==> src/rtl/hex_disp_arbiter_if.sv <==
// hex_disp_arbiter_if
//   Bundles the request/data side and the display side of the HEX display
//   arbiter so sources and the seven-segment path connect through one port.
//   Parameter N_SRC : number of requesters (>= 2).
//   Signals:
//     i_req    [N_SRC]     per-source display request (level)
//     i_data   [24*N_SRC]  source k word at [24k+23:24k], nibble j -> HEXj
//     i_freeze             hold the current owner past dwell expiry
//     o_gnt    [N_SRC]     one-hot grant pulse, data sampled this cycle
//     o_digits [24]        latched display word
//     o_blank  [6]         1 = digit j dark
//     o_owner  [clog2(N)]  index of the source currently shown
//     o_valid              a word has been loaded since reset
//     o_busy               arbiter is in GRANT or DWELL
//   Modports: slave = the arbiter, master = sources / display consumer.
`timescale 1ns/1ps
interface hex_disp_arbiter_if #(
  parameter int N_SRC = 2
);
  localparam int OWN_W = $clog2(N_SRC);

  logic [N_SRC-1:0]    i_req;
  logic [24*N_SRC-1:0] i_data;
  logic                i_freeze;
  logic [N_SRC-1:0]    o_gnt;
  logic [23:0]         o_digits;
  logic [5:0]          o_blank;
  logic [OWN_W-1:0]    o_owner;
  logic                o_valid;
  logic                o_busy;

  modport slave (
    input  i_req, i_data, i_freeze,
    output o_gnt, o_digits, o_blank, o_owner, o_valid, o_busy
  );

  modport master (
    output i_req, i_data, i_freeze,
    input  o_gnt, o_digits, o_blank, o_owner, o_valid, o_busy
  );
endinterface

==> src/rtl/hex_disp_arbiter.sv <==
// hex_disp_arbiter
//   Round-robin scheduler sharing the six-digit HEX display between N_SRC
//   requesters. One requester is granted at a time; its 24-bit word is latched
//   and held for at least DWELL cycles before the arbiter rotates.
//   Parameters:
//     N_SRC : number of requesters (>= 2)
//     DWELL : minimum cycles a granted word stays displayed (>= 1)
//   Ports:
//     i_clk : system clock
//     i_rst : synchronous, active-high reset
//     bus   : hex_disp_arbiter_if.slave (requests, data, freeze, display outputs)
//   Build option:
//     HEX_LEADING_ZERO_BLANK_EN - when defined, each load darkens digits 5..1
//     while they and all higher digits are zero (digit 0 always lit). When
//     undefined, every digit is lit after the first load.
`timescale 1ns/1ps
module hex_disp_arbiter #(
  parameter int N_SRC = 2,
  parameter int DWELL = 25_000_000
) (
  input logic              i_clk,
  input logic              i_rst,
  hex_disp_arbiter_if.slave bus
);

  localparam int OWN_W = $clog2(N_SRC);
  localparam int CNT_W = $clog2(DWELL) + 1;

  typedef enum logic [1:0] {
    ST_IDLE  = 2'd0,
    ST_GRANT = 2'd1,
    ST_DWELL = 2'd2
  } state_t;

  state_t            state;
  logic [OWN_W-1:0]  sel;
  logic [OWN_W-1:0]  rr_ptr;
  logic [CNT_W-1:0]  cnt;
  logic [N_SRC-1:0]  gnt_mask;
  logic              busy;
  logic [23:0]       digits;
  logic [5:0]        blank;
  logic [OWN_W-1:0]  owner;
  logic              valid;
  logic [23:0]       sel_word;
  logic [OWN_W-1:0]  pick;

  function automatic logic [OWN_W-1:0] wrap_inc(input logic [OWN_W-1:0] v);
    return (v == OWN_W'(N_SRC - 1)) ? '0 : v + 1'b1;
  endfunction

  // First set request at or above ptr, wrapping modulo N_SRC.
  function automatic logic [OWN_W-1:0] rr_pick(input logic [N_SRC-1:0] req,
                                               input logic [OWN_W-1:0] ptr);
    logic [OWN_W-1:0] idx;
    logic [OWN_W-1:0] res;
    logic             found;
    idx   = ptr;
    res   = ptr;
    found = 1'b0;
    for (int k = 0; k < N_SRC; k++) begin
      if (!found && req[idx]) begin
        res   = idx;
        found = 1'b1;
      end
      idx = wrap_inc(idx);
    end
    return res;
  endfunction

  function automatic logic [N_SRC-1:0] onehot(input logic [OWN_W-1:0] s);
    return N_SRC'(1) << s;
  endfunction

`ifdef HEX_LEADING_ZERO_BLANK_EN
  // Walk down from the top digit; a digit goes dark only while every digit
  // above it (and itself) is zero. Digit 0 is never considered.
  function automatic logic [5:0] lead_zero_blank(input logic [23:0] w);
    logic [5:0] b;
    logic       hi_zero;
    b       = '0;
    hi_zero = 1'b1;
    for (int j = 5; j >= 1; j--) begin
      hi_zero = hi_zero && (w[4*j +: 4] == 4'h0);
      b[j]    = hi_zero;
    end
    return b;
  endfunction
`endif

  always_comb begin
    sel_word = '0;
    for (int k = 0; k < N_SRC; k++) begin
      if (sel == OWN_W'(k)) sel_word = bus.i_data[24*k +: 24];
    end
  end

  assign pick = rr_pick(bus.i_req, rr_ptr);

  always_ff @(posedge i_clk) begin
    if (i_rst) begin
      state    <= ST_IDLE;
      sel      <= '0;
      rr_ptr   <= '0;
      cnt      <= '0;
      gnt_mask <= '0;
      busy     <= 1'b0;
      digits   <= '0;
      blank    <= 6'h3F;
      owner    <= '0;
      valid    <= 1'b0;
    end else begin
      case (state)
        ST_IDLE: begin
          if (|bus.i_req) begin
            sel      <= pick;
            gnt_mask <= onehot(pick);
            busy     <= 1'b1;
            state    <= ST_GRANT;
          end
        end
        // Grant lasts exactly one cycle; the load only happens if the
        // selected source is still requesting.
        ST_GRANT: begin
          gnt_mask <= '0;
          if (bus.i_req[sel]) begin
            digits <= sel_word;
`ifdef HEX_LEADING_ZERO_BLANK_EN
            blank  <= lead_zero_blank(sel_word);
`else
            blank  <= 6'h00;
`endif
            owner  <= sel;
            valid  <= 1'b1;
            rr_ptr <= wrap_inc(sel);
            cnt    <= CNT_W'(DWELL - 1);
            state  <= ST_DWELL;
          end else begin
            busy  <= 1'b0;
            state <= ST_IDLE;
          end
        end
        ST_DWELL: begin
          if (cnt != '0) begin
            cnt <= cnt - 1'b1;
          end else if (!bus.i_freeze) begin
            if (|bus.i_req) begin
              sel      <= pick;
              gnt_mask <= onehot(pick);
              state    <= ST_GRANT;
            end else begin
              busy  <= 1'b0;
              state <= ST_IDLE;
            end
          end
        end
        default: begin
          gnt_mask <= '0;
          busy     <= 1'b0;
          state    <= ST_IDLE;
        end
      endcase
    end
  end

  // gnt_mask is only nonzero in GRANT; gating with the live request lets a
  // source that withdraws in the grant cycle see no grant.
  assign bus.o_gnt    = gnt_mask & bus.i_req;
  assign bus.o_busy   = busy;
  assign bus.o_digits = digits;
  assign bus.o_blank  = blank;
  assign bus.o_owner  = owner;
  assign bus.o_valid  = valid;

endmodule

==> src/flat_wrapper.sv <==
// flat-port wrapper written by rule: the top's interface ports become plain ports
module hex_disp_arbiter_flat 
#(
  parameter int N_SRC = 2,
  parameter int DWELL = 25_000_000
)
  (i_clk, i_rst, bus_i_req, bus_i_data, bus_i_freeze, bus_o_gnt, bus_o_digits, bus_o_blank, bus_o_owner, bus_o_valid, bus_o_busy);
  hex_disp_arbiter_if #(.N_SRC(N_SRC)) bus_i ();
  input logic i_clk;
  input logic i_rst;
  input wire logic [$bits(bus_i.i_req)-1:0] bus_i_req;
  input wire logic [$bits(bus_i.i_data)-1:0] bus_i_data;
  input wire logic [$bits(bus_i.i_freeze)-1:0] bus_i_freeze;
  output wire logic [$bits(bus_i.o_gnt)-1:0] bus_o_gnt;
  output wire logic [$bits(bus_i.o_digits)-1:0] bus_o_digits;
  output wire logic [$bits(bus_i.o_blank)-1:0] bus_o_blank;
  output wire logic [$bits(bus_i.o_owner)-1:0] bus_o_owner;
  output wire logic [$bits(bus_i.o_valid)-1:0] bus_o_valid;
  output wire logic [$bits(bus_i.o_busy)-1:0] bus_o_busy;
  assign bus_i.i_req = bus_i_req;
  assign bus_i.i_data = bus_i_data;
  assign bus_i.i_freeze = bus_i_freeze;
  assign bus_o_gnt = bus_i.o_gnt;
  assign bus_o_digits = bus_i.o_digits;
  assign bus_o_blank = bus_i.o_blank;
  assign bus_o_owner = bus_i.o_owner;
  assign bus_o_valid = bus_i.o_valid;
  assign bus_o_busy = bus_i.o_busy;
  hex_disp_arbiter #(.N_SRC(N_SRC), .DWELL(DWELL)) u_core (.i_clk(i_clk), .i_rst(i_rst), .bus(bus_i));
endmodule
==> config.mk <==
export PLATFORM = sky130hd
export DESIGN_NAME = hex_disp_arbiter_flat
export DESIGN_NICKNAME = d
export VERILOG_FILES = /design/src/rtl/hex_disp_arbiter_if.sv /design/src/rtl/hex_disp_arbiter.sv /design/src/flat_wrapper.sv
export SDC_FILE = /design/constraint.sdc
export NUM_CORES = 1
export LEC_CHECK = 0
export BUFFER_PORTS_ARGS = -buffer_cell sky130_fd_sc_hd__clkbuf_2
export CAP_MARGIN = 5
export CORE_MARGIN = 2
export CORE_UTILIZATION = 48
export CTS_BUF_LIST = sky130_fd_sc_hd__clkbuf_8
export DETAILED_ROUTE_END_ITERATION = 7
export PLACE_DENSITY = 0.87
export SYNTH_ARGS = -nofsm -noshare
export SYNTH_HDL_FRONTEND = slang
export SYNTH_SLANG_ARGS = --single-unit
==> constraint.sdc <==
create_clock -name i_clk -period 1.72 [get_ports i_clk]
set_input_delay 0.344 -clock i_clk [delete_from_list [all_inputs] [get_ports i_clk]]
set_output_delay 0.344 -clock i_clk [all_outputs]
set_load 0.005 [all_outputs]
* After elaboration in Yosys (flattened, before gate mapping) *
Cells that the tools add are included.

cells by class
  magnitude comparators = 3
  bitwise operators = 1
  muxes and demuxes = 34
  add/sub/neg operators = 3
  reduce and logical (&&, ||, !) cells = 13
  equality and inequality tests = 9
  shift operators = 1

operators by type and width
  operator                                            number
  2-to-1 mux 26 bit                                   2
  one-hot mux 26 bit (2 select lines)                 1
  nonzero test 26 bit                                 1
  subtractor 26 x 1 -> 26 bit, second input constant  1
  2-to-1 mux 24 bit                                   1
  2-to-1 mux 1 bit                                    19
  2-to-1 mux 2 bit                                    7
  AND reduction 3 bit                                 3
  != test 2 bit, second input constant                4
  < comparator 1 x 2 -> 1 bit, second input constant  3
  != test 2 x 1 -> 1 bit, second input constant       3
  one-hot mux 2 bit (3 select lines)                  1
  AND reduction 5 bit                                 1
  one-hot mux 2 bit (2 select lines)                  1
  AND reduction 2 bit                                 2
  nonzero test 2 bit                                  2
  one-hot mux 1 bit (3 select lines)                  1
  adder 1 bit, second input constant                  2
  AND 2 bit                                           1
  == test 2 x 1 -> 1 bit, second input constant       1
  == test 2 bit, second input constant                1
  zero test 2 bit                                     1
  one-hot mux 1 bit (2 select lines)                  1
  OR reduction 2 bit                                  1
  other kinds (3)                                     3

storage, ports and cells
  bits of input ports = 53
  output and inout bits = 35
  flip-flop bits (word level) = 65
  word-level logic and storage cells = 74

* Depth between registers and ports, before layout *
Gate-level depths: netlist of run 1.

  depth after elaboration = 11
  depth in mapped cells = 8
  depth with buffers taken out = 7

* Worst setup path after synthesis of run 1 *
Ideal clock, no wire load.

  path kind = reg2reg
  start = register u_core.cnt[4]
  end = register u_core.cnt[25]
  stages on the path, launching flop included = 7
  period minus slack after synthesis = 1.895 ns
  data arrival time = 1.780 ns
  path buffers = 1
  setup slack = -0.175 ns
  cells stage by stage = dfxtp_1 or4_4 nor2_4 o2111ai_1 buf_2 o31a_1 o21ba_2

between the ends
  longest elaborated chain between the ends = 3
  elaborated cells on any way between the ends = 6
  classes of those cells = add/sub: 1; eq/ne: 1; mux: 2; reduce/logical: 2

ends and longest elaborated chain
  item                                                                               line                                              text
  from (decl)                                                                        hex_disp_arbiter.sv:38                            logic [CNT_W-1:0] cnt;
  from (signal assigned)                                                             hex_disp_arbiter.sv:136                           cnt <= CNT_W'(DWELL - 1);
  from (signal assigned)                                                             hex_disp_arbiter.sv:145                           cnt <= cnt - 1'b1;
  subtractor 26 x 1 -> 26 bit / nonzero test 26 bit (equally long branches)          hex_disp_arbiter.sv:145, hex_disp_arbiter.sv:144
  2-to-1 mux 26 bit / != test 2 x 1 -> 1 bit (equally long branches)                 --
  one-hot mux 26 bit (2 select lines) / AND reduction 3 bit (equally long branches)  --

Several ways; a longest one is shown, not always the timed one. The select of a mux whose other input is x is not followed.
A chain may end at the register's enable or synchronous reset.

* Worst setup path in the final report of run 1 *
  start = register u_core.cnt[9]
  end = register u_core.cnt[11]

Same word-level chain as after synthesis.

==> results.txt, run 1 <==
----------------------------------------------------
[Status]
  Run status ... finished, violations left
  Violations in the final reports ... negative setup slack

[Yosys]
  Cells after Synth ... 343
  Most common cell in the netlist ... dfxtp_1
  Fraction of the mapped netlist area in simple logic gates ... 0.213
  Net count of the mapped netlist ... about 400
  Xor/xnor share of the synthesized area ... 0.0391
  Area share of the largest cell type after synthesis ... 0.413
  Prevailing post-synth register cell ... dfxtp_1
  Count of cell types in the netlist ... between 50 and 60
  Share of synthesized area spent on multiplexers ... 0.00387
  Yosys warns ... 0
  Fraction of the mapped netlist area in adder cells ... 0.0215
  Average size of a mapped cell ... 8.49 um^2
  Part of the Yosys area used for sequential elements ... 0.413
  Post-synthesis instance area ... 0.00291 mm^2
  Largest family of logic cells by synthesized area ... compound AO/OA/AOI/OAI gates
  Number of synthesized flops with an enable pin ... 0
  Post-synthesis compound-gate area fraction ... 0.254
  Largest cells by area after synthesis ... dfxtp_1 41%, a21oi_1 7.0%, a22oi_1 6.2%
  Most used standard cells in the synthesized netlist ... 60 x dfxtp_1, 41 x a21oi_1, 27 x nand2_1
  Synth Register Bits ... 60
  Share of flip-flops with an asynchronous set or reset ... 0
  Top cell type by total area after synthesis ... dfxtp_1

[Die]
  Core area ... 0.00589 mm^2
  Die Area ... around 0.0067 mm^2
  Initial core utilization ... 0.495
  Die outline width ... 81.9 um
  Die boundary height ... about 80 um
  # IOs ... 88
  # rows ... 28

[Worst setup path]
  Crit path capture type ... flop
  Standard cell with the maximum stage delay on the critical path ... nor4_4
  CP arrival ... 2.55 ns
  Worst-path fanout max ... 5
  Worst Setup Start Kind ... flop
  Class of the most critical setup path ... flop to flop
  Critical-path cell list ... nor4_4 -> nand3_2 -> buf_6 -> bufbuf_16 -> o211ai_1 -> a21oi_1 -> o21a_1
  Worst Path Buf+Inv ... 2
  Worst path required time ... 1.97 ns
  Kind of cell adding the most delay to the critical path ... simple AND/OR/NAND/NOR gates
  Crit path largest cell delay ... around 0.55 ns

[Cells and area]
  Number of diodes added for antenna fixing ... 0
  Final Instance Count excl. Fillers ... 586
  Number of nets in the layout ... around 560
  Fraction of final layout cells sized beyond drive strength 1 ... 0.544
  Design area ... 0.00484 mm^2
  Fin util ... 0.822
  Synthesis-to-layout area growth ... 66.2%

[Route]
  Wire length per cell after detailed routing ... 25.2 um
  DR vias/cell ... 7.01
  Remaining antenna violation count ... 0
  Total wire length after detailed routing ... around 15000 um
  Drc violations ... 0
  Number of vias after detailed routing ... 4108
  TritonRoute pass-1 iters ... 8
  Drt first-iter violations ... 643

[CTS]
  Insertion delay to the later sink of the worst-skew pair ... 0.37 ns
  Total CTS buffers ... 9
  CTS H-tree depth ... 3
  TritonCTS clock tree ... built
  Root buffer cell ... clkbuf_8
  Clk sinks ... 60
  Number of buffers on the longest clock path ... 2
  Clk pin slew, worst setup/hold paths ... 0.08 ns

[Power and ir drop]
  Internal power consumption ... 4350 uW
  Power per cell area ... 1530 mW/mm^2
  Switching Share ... 0.411
  Portion of total power attributed to the clock network ... 0.198
  Combinational Power Share ... 0.550
  Peak VDD IR ... ~1.1 mV
  Net switching power ... 3030 uW
  Portion of total power attributed to sequential cells ... 0.253
  LEAKAGE ... 0.00198 uW

[GRT]
  Number of global-route vias before repair ... 3629
  Largest net degree at the start of global routing ... 29
  Overflow left after global routing ... 0
  Global routing usage summed across all routing layers ... 0.356
  First-pass GRT wire length ... approximately 18000 um
  Initial antenna violation count ... 0

[Placed design]
  Routability congestion estimate from global placement ... around 0.9
  Cell Count Post-Placement ... 543
  Dpl cell area ... 0.00387 mm^2
  Number of I/O port buffers ... between 80 and 90
  Final HPWL DP ... ~6100 um

[Timing]
  Slew margin rel. ... 0.625
  Worst Setup Slack, final ... -0.582 ns
  Final Critical Period ... 2.30 ns
  Slew at the pin closest to its max-slew limit ... around 0.56 ns
  Setup repair after global routing missed its margin ... yes
  Period utilisation layout ... 1.34
  Fin Clk Skew ... 0.0231 ns
  Minimum hold slack ... 0.268 ns
  Count of final setup violators ... 41
  Achievable Freq ... 0.434 GHz
  Fin. Hold Viols ... 0
  Count of pins over their slew limit ... 0

[Job]
  Max-cap viol count ... 0

[Min path]
  Worst hold-check path type ... input port to flop

----------------------------------------------------
## state kept, by name, indices dropped and copies added (netlist names)
signal and count:
u_core.bus.o_blank 1, u_core.gnt_mask 2, u_core.rr_ptr 1, u_core.bus.o_busy 1, u_core.cnt 26, u_core.sel 1, u_core.bus.o_digits 24, u_core.state 2
u_core.bus.o_owner 1, u_core.bus.o_valid 1
## layout make-up
| class | count | area (um^2) |
|---|---|---|
| fillers | 286 | 1050 |
| clock inverters | 7 | 92.6 |
| multi-input cells | 246 | 1990 |
| inverters | 11 | 41.3 |
| flip-flops and latches | 60 | 1220 |
| clock buffers | 9 | 124 |
| well taps | 75 | 93.8 |
| repair buffers | 178 | 1280 |
## cells in the final DEF, fill, tap and decap left out, types with 6 or more instances in the layout
cell type	count
buf_4	66
nor4_4	6
clkbuf_2	87
or4_4	6
nand2_1	27
xor2_1	8
nor2_1	19
a21oi_2	6
o21ai_1	6
o211ai_1	9
nor3_4	6
dfxtp_2	16
dfxtp_1	44
buf_6	18
clkbuf_8	9
inv_1	10
a21oi_1	35
a22oi_1	24
nor3_1	8
## what timing repair did
item / CTS / global route
pin swaps: 46 / 28
cloned: 3 / 4
hold buffers: 0 / 0
endpoints found under the setup margin: 32 / 58
setup buffers: 15 / 5
gates resized for setup: 68 / 49
## through the flow
stage / total power [uW] / setup TNS, ns / setup WS (ns)
finish: 7380 / -10.97 / -0.582
global route: 7540 / -12.49 / -0.546
CTS: 6410 / -1.85 / -0.237
detailed placement: 4130 / -4.25 / -0.348
global placement: 4040 / -3.05 / -0.271
floorplan: 3090 / -1.51 / -0.133
## worst reg2reg max path, stage by stage (launching register included)
cell and delay (ns):
dfxtp_1 0.36, nor4_4 0.55, nand3_2 0.19, buf_6 0.19, bufbuf_16 0.27, o211ai_1 0.29, a21oi_1 0.16, o21a_1 0.19
## routing by layer
layer  share of wire  vias up  routed length [um]  GRT usage
li1                -     1605                   -          -
met2            0.45      444                6680      0.572
met5               0        -                   0          0
met4           0.086        0                1280      0.295
met3            0.12      166                1830     0.0846
met1            0.34     1893                5000      0.398
## logic make-up (layout without fill, tap and decap cells)
kind of cell | count (synthesis) | count (layout)
DFF | 60 | 60
xor gates and xnor gates | 13 | 13
muxes | 1 | 1
and+or+nand+nor | 112 | 112
AOI/OAI and AO/OA | 114 | 115
adders and majority gates | 5 | 5
buffers and inverters | 38 | 205
## path summary, 6_finish.rpt
path / start / depth (start not counted) / endpoint / slack, ns
max: u_core.cnt[9] / 7 / u_core.cnt[11] / -0.58
min: bus_i_data[25] / 3 / u_core.bus.o_digits[1] / 0.27
max reg2reg: u_core.cnt[9] / 7 / u_core.cnt[11] / -0.58
min reg2reg: u_core.bus.o_digits[10] / 2 / u_core.bus.o_digits[10] / 0.46
## power by group through the flow
stage | Clock [uW] | Sequential (uW) | Combinational (uW)
4_1_cts | 1410 | 1810 | 3190
6_report | 1460 | 1870 | 4060
3_3_place_gp | 0 | 1790 | 2250
2_1_floorplan | 0 | 1840 | 1250
5_1_grt | 1490 | 1880 | 4170
3_5_place_dp | 0 | 1810 | 2320
Power figures use the tool's default switching activity.
==> run 2, diff against run 1 <==
--- a/config.mk
+++ b/config.mk
@@ -7,11 +7,13 @@
 export LEC_CHECK = 0
 export BUFFER_PORTS_ARGS = -buffer_cell sky130_fd_sc_hd__clkbuf_2
 export CAP_MARGIN = 5
-export CORE_MARGIN = 2
+export CORE_MARGIN = 5
 export CORE_UTILIZATION = 48
 export CTS_BUF_LIST = sky130_fd_sc_hd__clkbuf_8
+export CTS_CLUSTER_DIAMETER = 200
 export DETAILED_ROUTE_END_ITERATION = 7
 export PLACE_DENSITY = 0.87
+export SLEW_MARGIN = 20
 export SYNTH_ARGS = -nofsm -noshare
 export SYNTH_HDL_FRONTEND = slang
 export SYNTH_SLANG_ARGS = --single-unit
==> run 2 against run 1 <==
- largest cell class unchanged
- clock skew is 0.017 ns lower
- register-to-register slack improved by 0.17 ns
- utilization up 0.85 points
- cell area rose by 1.6%
- final cell count is 0.51% higher
- first-iteration DRC count down 1.6%
- fmax grew 7.9%
- count of clock-buffer cells in the layout is 1 higher
- non-clock buffer count rose by 4
- the flow still finishes with violations (negative setup slack)
- sequential power barely moved
==> results.txt, run 2 (synthesis results as in run 1) <==
----------------------------------------------------
[Cells and area]
  Design area ... 0.00492 mm^2
  Highest-count cells in the layout ignoring fill and taps ... 87 x clkbuf_2, 65 x buf_4, 42 x dfxtp_1
  Synthesis-to-layout area growth ... 68.9%
  Fraction of final layout cells sized beyond drive strength 1 ... 0.560
  Number of diodes added for antenna fixing ... 0
  Max reg flops ... 26
  Most common cell after layout, fill and taps aside ... clkbuf_2
  Number of nets in the layout ... 568
  Top reg by flops ... u_core.cnt
  Fin util ... 0.831
  Final Instance Count excl. Fillers ... 589

[Timing]
  Count of final setup violators ... 55
  Achievable Freq ... 0.469 GHz
  Setup repair after global routing missed its margin ... yes
  Final sum of negative setup slack ... -10.56 ns
  Fin. Hold Viols ... 0
  Count of pins over their slew limit ... 0
  Slew at the pin closest to its max-slew limit ... between 0.4 and 0.5 ns
  Final Critical Period ... 2.13 ns
  Period utilisation layout ... 1.24
  Worst Setup Slack, final ... -0.413 ns
  Fin Clk Skew ... 0.00593 ns
  Slew margin rel. ... 0.708

[GRT]
  Global routing usage summed across all routing layers ... 0.309
  First-pass GRT wire length ... 18300 um
  Overflow left after global routing ... 0
  Number of global-route vias before repair ... between 3000 and 4000
  Largest net degree at the start of global routing ... 29
  Initial antenna violation count ... 0

[Worst setup path]
  R2r setup slk ... -0.41 ns
  FF-to-FF End ... u_core.cnt[13]
  Class of the most critical setup path ... flop to flop
  Worst-path fanout max ... 7
  Worst path required time ... 1.95 ns
  CP arrival ... approximately 2.4 ns
  Depth of the most critical reg-to-reg path ... 8
  Worst Setup Start Kind ... flop
  FF-to-FF Start ... u_core.cnt[4]
  Crit path capture type ... flop

[Die]
  Die Area ... 0.00772 mm^2
  # rows ... 28
  Core area ... 0.00592 mm^2
  Die boundary height ... 87.9 um
  # IOs ... 88
  Initial core utilization ... 0.492
  Die outline width ... 87.9 um

[Placed design]
  Cell Count Post-Placement ... roughly 550
  Dpl cell area ... 0.00390 mm^2
  Number of I/O port buffers ... 87
  Routability congestion estimate from global placement ... 0.869
  Final HPWL DP ... approximately 6400 um

[CTS]
  Clk pin slew, worst setup/hold paths ... 0.07 ns
  Clk sinks ... 60
  Insertion delay to the later sink of the worst-skew pair ... 0.36 ns
  Total CTS buffers ... 9
  Number of buffers on the longest clock path ... 2
  TritonCTS clock tree ... built
  CTS H-tree depth ... 3
  Root buffer cell ... clkbuf_8

[Power and ir drop]
  LEAKAGE ... 0.00202 uW
  Power per cell area ... 1480 mW/mm^2
  Peak VDD IR ... around 1.1 mV

[Min path]
  Worst hold-check path type ... input port to flop
  Number of instances on the worst hold path ... 3
  Terminating pin of the worst hold path ... u_core.bus.o_digits[12]
  HP Start ... bus_i_data[36]

[Status]
  Violations in the final reports ... negative setup slack
  Run status ... finished, violations left

[Route]
  Total wire length after detailed routing ... 15100 um
  DR vias/cell ... 6.82
  Remaining antenna violation count ... 0
  Drc violations ... 0
  Number of vias after detailed routing ... about 4000
  Wire length per cell after detailed routing ... 25.7 um
  TritonRoute pass-1 iters ... 6
  Drt first-iter violations ... 633

[Job]
  Max-cap viol count ... 0

----------------------------------------------------
## run 2: changes by cell type in the layout (fill, tap and decap cells not counted), moves of 2 or more
cell and delta:
o21ai_2 +2, o21ai_1 -4, clkbuf_16 +2, inv_1 -3, buf_6 +5, dfxtp_4 +2
nor4_4 +2, inv_2 +2, nor4_2 -2, clkinv_2 +2, dfxtp_1 -2
## run 2: how the worst max path moves through the flow
stage / startpoint / endpoint / slack, ns
after floorplan: u_core.cnt[7] / u_core.cnt[25] / -0.13
after global placement: u_core.cnt[7] / u_core.cnt[23] / -0.28
final: u_core.cnt[4] / u_core.cnt[13] / -0.41
after detailed placement: u_core.cnt[7] / u_core.cnt[23] / -0.34
after global routing: u_core.cnt[4] / u_core.cnt[13] / -0.49
after CTS: u_core.cnt[2] / u_core.cnt[7] / -0.24
## run 2: report_power, final
group	internal, uW	leakage [uW]	total [uW]	switching [uW]
Combinational	1900	0.00143	4080	2180
Clock	692	0.0000979	1300	606
Sequential	1640	0.000498	1890	252
Total	4230	0.00202	7270	3040
## run 2: layout make-up
class,count,area (um^2)
Clock buffer,10,138
Clock inverter,5,52.6
Fill cell,298,1000
Inverter,11,41.3
Multi-Input combinational cell,246,2020
Sequential cell,60,1230
Tap cell,75,93.8
Timing Repair Buffer,182,1340
## run 2: worst max-delay path, cell delays in order (launching register included)
cell and delay (ns):
dfxtp_1 0.41, nor4_4 0.42, buf_4 0.18, nand3_2 0.12, buf_6 0.20, buf_4 0.14
o211ai_1 0.26, xor2_1 0.18, a21oi_1 0.08
## run 2: repair_timing
| action | in CTS | in global routing |
|---|---|---|
| gates resized for setup | 82 | 48 |
| buffers inserted | 16 | 8 |
| hold buffers | 0 | 0 |
| setup endpoints to repair | 32 | 60 |
| pin swaps | 44 | 37 |
| gates cloned | 1 | 4 |
## run 2: stage by stage
step / worst slack, ns / hold WS (ns) / total power [uW]
floorplan: -0.133 / 0.427 / 3090
global placement: -0.276 / 0.441 / 4100
detailed placement: -0.341 / 0.445 / 4190
CTS: -0.237 / 0.272 / 6290
global route: -0.490 / 0.287 / 7430
finish: -0.413 / 0.260 / 7270
## run 2: routing by layer
layer / GRT usage / up-vias / part of all wire
li1: - / 1617 / -
met1: 0.361 / 1889 / 0.35
met2: 0.518 / 387 / 0.46
met3: 0.0734 / 124 / 0.12
met4: 0.176 / 2 / 0.074
met5: 0 / - / 0.0019
==> run 3, diff against run 2 <==
--- a/config.mk
+++ b/config.mk
@@ -5,13 +5,13 @@
 export SDC_FILE = /design/constraint.sdc
 export NUM_CORES = 1
 export LEC_CHECK = 0
-export BUFFER_PORTS_ARGS = -buffer_cell sky130_fd_sc_hd__clkbuf_2
 export CAP_MARGIN = 5
 export CORE_MARGIN = 5
-export CORE_UTILIZATION = 48
+export CORE_UTILIZATION = 59
 export CTS_BUF_LIST = sky130_fd_sc_hd__clkbuf_8
 export CTS_CLUSTER_DIAMETER = 200
 export DETAILED_ROUTE_END_ITERATION = 7
+export DONT_BUFFER_PORTS = 1
 export PLACE_DENSITY = 0.87
 export SLEW_MARGIN = 20
 export SYNTH_ARGS = -nofsm -noshare
==> run 3 against run 2 <==
- critical path type unchanged
- sequential share of layout area is 3.3 points higher
- hold slack worse by 0.22 ns
- routed wire length is 14% lower
- highest routed layer is now met4
- via count is 10% lower
- largest cell class unchanged
- the flow finishes with violations (design-rule violations, negative setup slack)
- critical endpoint is now u_core.cnt[16]
==> results.txt, run 3 (synthesis results as in run 1) <==
----------------------------------------------------
[Status]
  Run status ... finished, violations left
  Violations in the final reports ... design-rule violations, negative setup slack

[Die]
  # IOs ... just under 90
  Die boundary height ... 80.3 um
  Initial core utilization ... 0.612
  Die Area ... between 0.006 and 0.007 mm^2
  Core area ... 0.00475 mm^2
  # rows ... 25
  Die outline width ... 80.3 um

[CTS]
  Hold-fix buffers, CTS ... 0
  Number of buffers on the longest clock path ... 2
  Clk pin slew, worst setup/hold paths ... about 0.070 ns
  Insertion delay to the later sink of the worst-skew pair ... 0.37 ns
  TritonCTS clock tree ... built
  Clk sinks ... 60
  Root buffer cell ... clkbuf_8
  CTS H-tree depth ... 3
  Total CTS buffers ... 9

[Route]
  Remaining antenna violation count ... 0
  Number of vias after detailed routing ... 3601
  DR vias/cell ... 7.39
  Drc violations ... 1
  Wire length per cell after detailed routing ... 26.6 um
  Total wire length after detailed routing ... about 13000 um
  Drt first-iter violations ... 597
  TritonRoute pass-1 iters ... 8

[Min path]
  Worst hold-check path type ... input port to flop
  Terminating pin of the worst hold path ... u_core.sel
  HP Start ... i_rst
  Number of instances on the worst hold path ... 1

[GRT]
  Number of global-route vias before repair ... 3242
  Largest net degree at the start of global routing ... 56
  First-pass GRT wire length ... 16200 um
  Initial antenna violation count ... 0
  Global routing usage summed across all routing layers ... 0.329
  Overflow left after global routing ... 0

[Cells and area]
  Most common cell after layout, fill and taps aside ... buf_4
  Highest-count cells in the layout ignoring fill and taps ... 59 x buf_4, 46 x dfxtp_1, 36 x a21oi_1
  Final Instance Count excl. Fillers ... between 400 and 500
  Fin util ... 0.907
  Synthesis-to-layout area growth ... 48.2%
  Number of nets in the layout ... 473
  Max reg flops ... 26
  Filler Cell Count ... ~190
  Fraction of final layout cells sized beyond drive strength 1 ... 0.431
  Top reg by flops ... u_core.cnt
  Number of diodes added for antenna fixing ... 0
  Design area ... 0.00431 mm^2

[Timing]
  Slew at the pin closest to its max-slew limit ... 0.418 ns
  Setup repair after global routing missed its margin ... yes
  Period utilisation layout ... 1.27
  Count of final setup violators ... 38
  Count of pins over their slew limit ... 0
  Final Critical Period ... 2.19 ns
  Slew margin rel. ... 0.720
  Fin. Hold Viols ... 0
  Worst Setup Slack, final ... -0.468 ns
  Fin Clk Skew ... 0.00911 ns
  Achievable Freq ... 0.457 GHz

[Power and ir drop]
  Total chip power ... 6970 uW
  Power per cell area ... 1610 mW/mm^2
  LEAKAGE ... 0.00161 uW
  Peak VDD IR ... 1.33 mV

[Job]
  Max-cap viol count ... 0

[Worst setup path]
  Crit path capture type ... flop
  Logic depth of the worst setup path including buffers ... 10
  Class of the most critical setup path ... flop to flop
  Depth of the most critical reg-to-reg path ... 10
  R2r setup slk ... -0.47 ns
  Crit path largest cell delay ... 0.42 ns
  Worst Setup Start Kind ... flop
  Worst Path Buf+Inv ... 5
  FF-to-FF End ... u_core.cnt[16]
  CP arrival ... 2.45 ns
  Standard cell with the maximum stage delay on the critical path ... or4_4
  Kind of cell adding the most delay to the critical path ... buffers and inverters
  Worst path required time ... 1.99 ns
  Worst-path fanout max ... 4
  FF-to-FF Start ... u_core.state[0]
  Critical-path cell list ... inv_1 -> buf_4 -> ha_1 -> nand4_1 -> buf_4 -> buf_6 -> o21ai_2 -> buf_6 -> or4_4 -> a31oi_1

[Placed design]
  Number of I/O port buffers ... 0
  Final HPWL DP ... 5930 um
  Dpl cell area ... 0.00343 mm^2
  Routability congestion estimate from global placement ... approximately 0.9
  Worst slack after detailed placement ... -0.308 ns
  Cell Count Post-Placement ... 447

----------------------------------------------------
-- run 3: cell types whose count changed in the layout (fill, tap and decap cells not counted), moves of 3 or more --
cell,delta
dfxtp_1,+4
buf_4,-6
clkbuf_2,-87
inv_1,+3
-- run 3: power breakdown --
part / switching (uW) / internal (uW)
clock: 590 / 842
sequential: 241 / 1630
combinational: 1930 / 1730
total: 2760 / 4200
-- run 3: worst max path at each step --
stage	start	endpoint
CTS	u_core.cnt[3]	u_core.cnt[7]
detailed placement	u_core.cnt[0]	u_core.cnt[17]
global placement	u_core.cnt[0]	u_core.cnt[7]
global route	u_core.state[0]	u_core.cnt[16]
finish	u_core.state[0]	u_core.cnt[16]
floorplan	u_core.cnt[7]	u_core.cnt[25]
-- run 3: layer usage --
layer / part of all wire / wire length [um] / track usage
met5: 0 / 0 / 0
met4: 0.077 / 1000 / 0.201
met3: 0.11 / 1460 / 0.0762
met2: 0.46 / 5930 / 0.537
met1: 0.35 / 4570 / 0.389
-- run 3: per-stage QoR --
step | TNS, ns | hold WS (ns)
finish | -9.34 | 0.0399
global route | -11.98 | 0.0272
CTS | -3.60 | 0.0409
detailed placement | -5.46 | 0.419
global placement | -3.74 | 0.419
floorplan | -1.51 | 0.427
-- run 3: repair_timing --
| action | in CTS | in global routing |
|---|---|---|
| gates resized for setup | 56 | 48 |
| pin swaps | 29 | 39 |
| setup buffers | 10 | 12 |
| setup endpoints to repair | 32 | 57 |
| gates cloned | 0 | 3 |
-- run 3: final cells by class --
class,count,area (um^2),share of cell area
Tap cell,67,83.8,0.0194
Inverter,11,43.8,0.0102
Clock buffer,10,138,0.0319
Sequential cell,60,1220,0.282
Clock inverter,6,80.1,0.0186
Multi-Input combinational cell,245,1930,0.447
Timing Repair Buffer,88,823,0.191
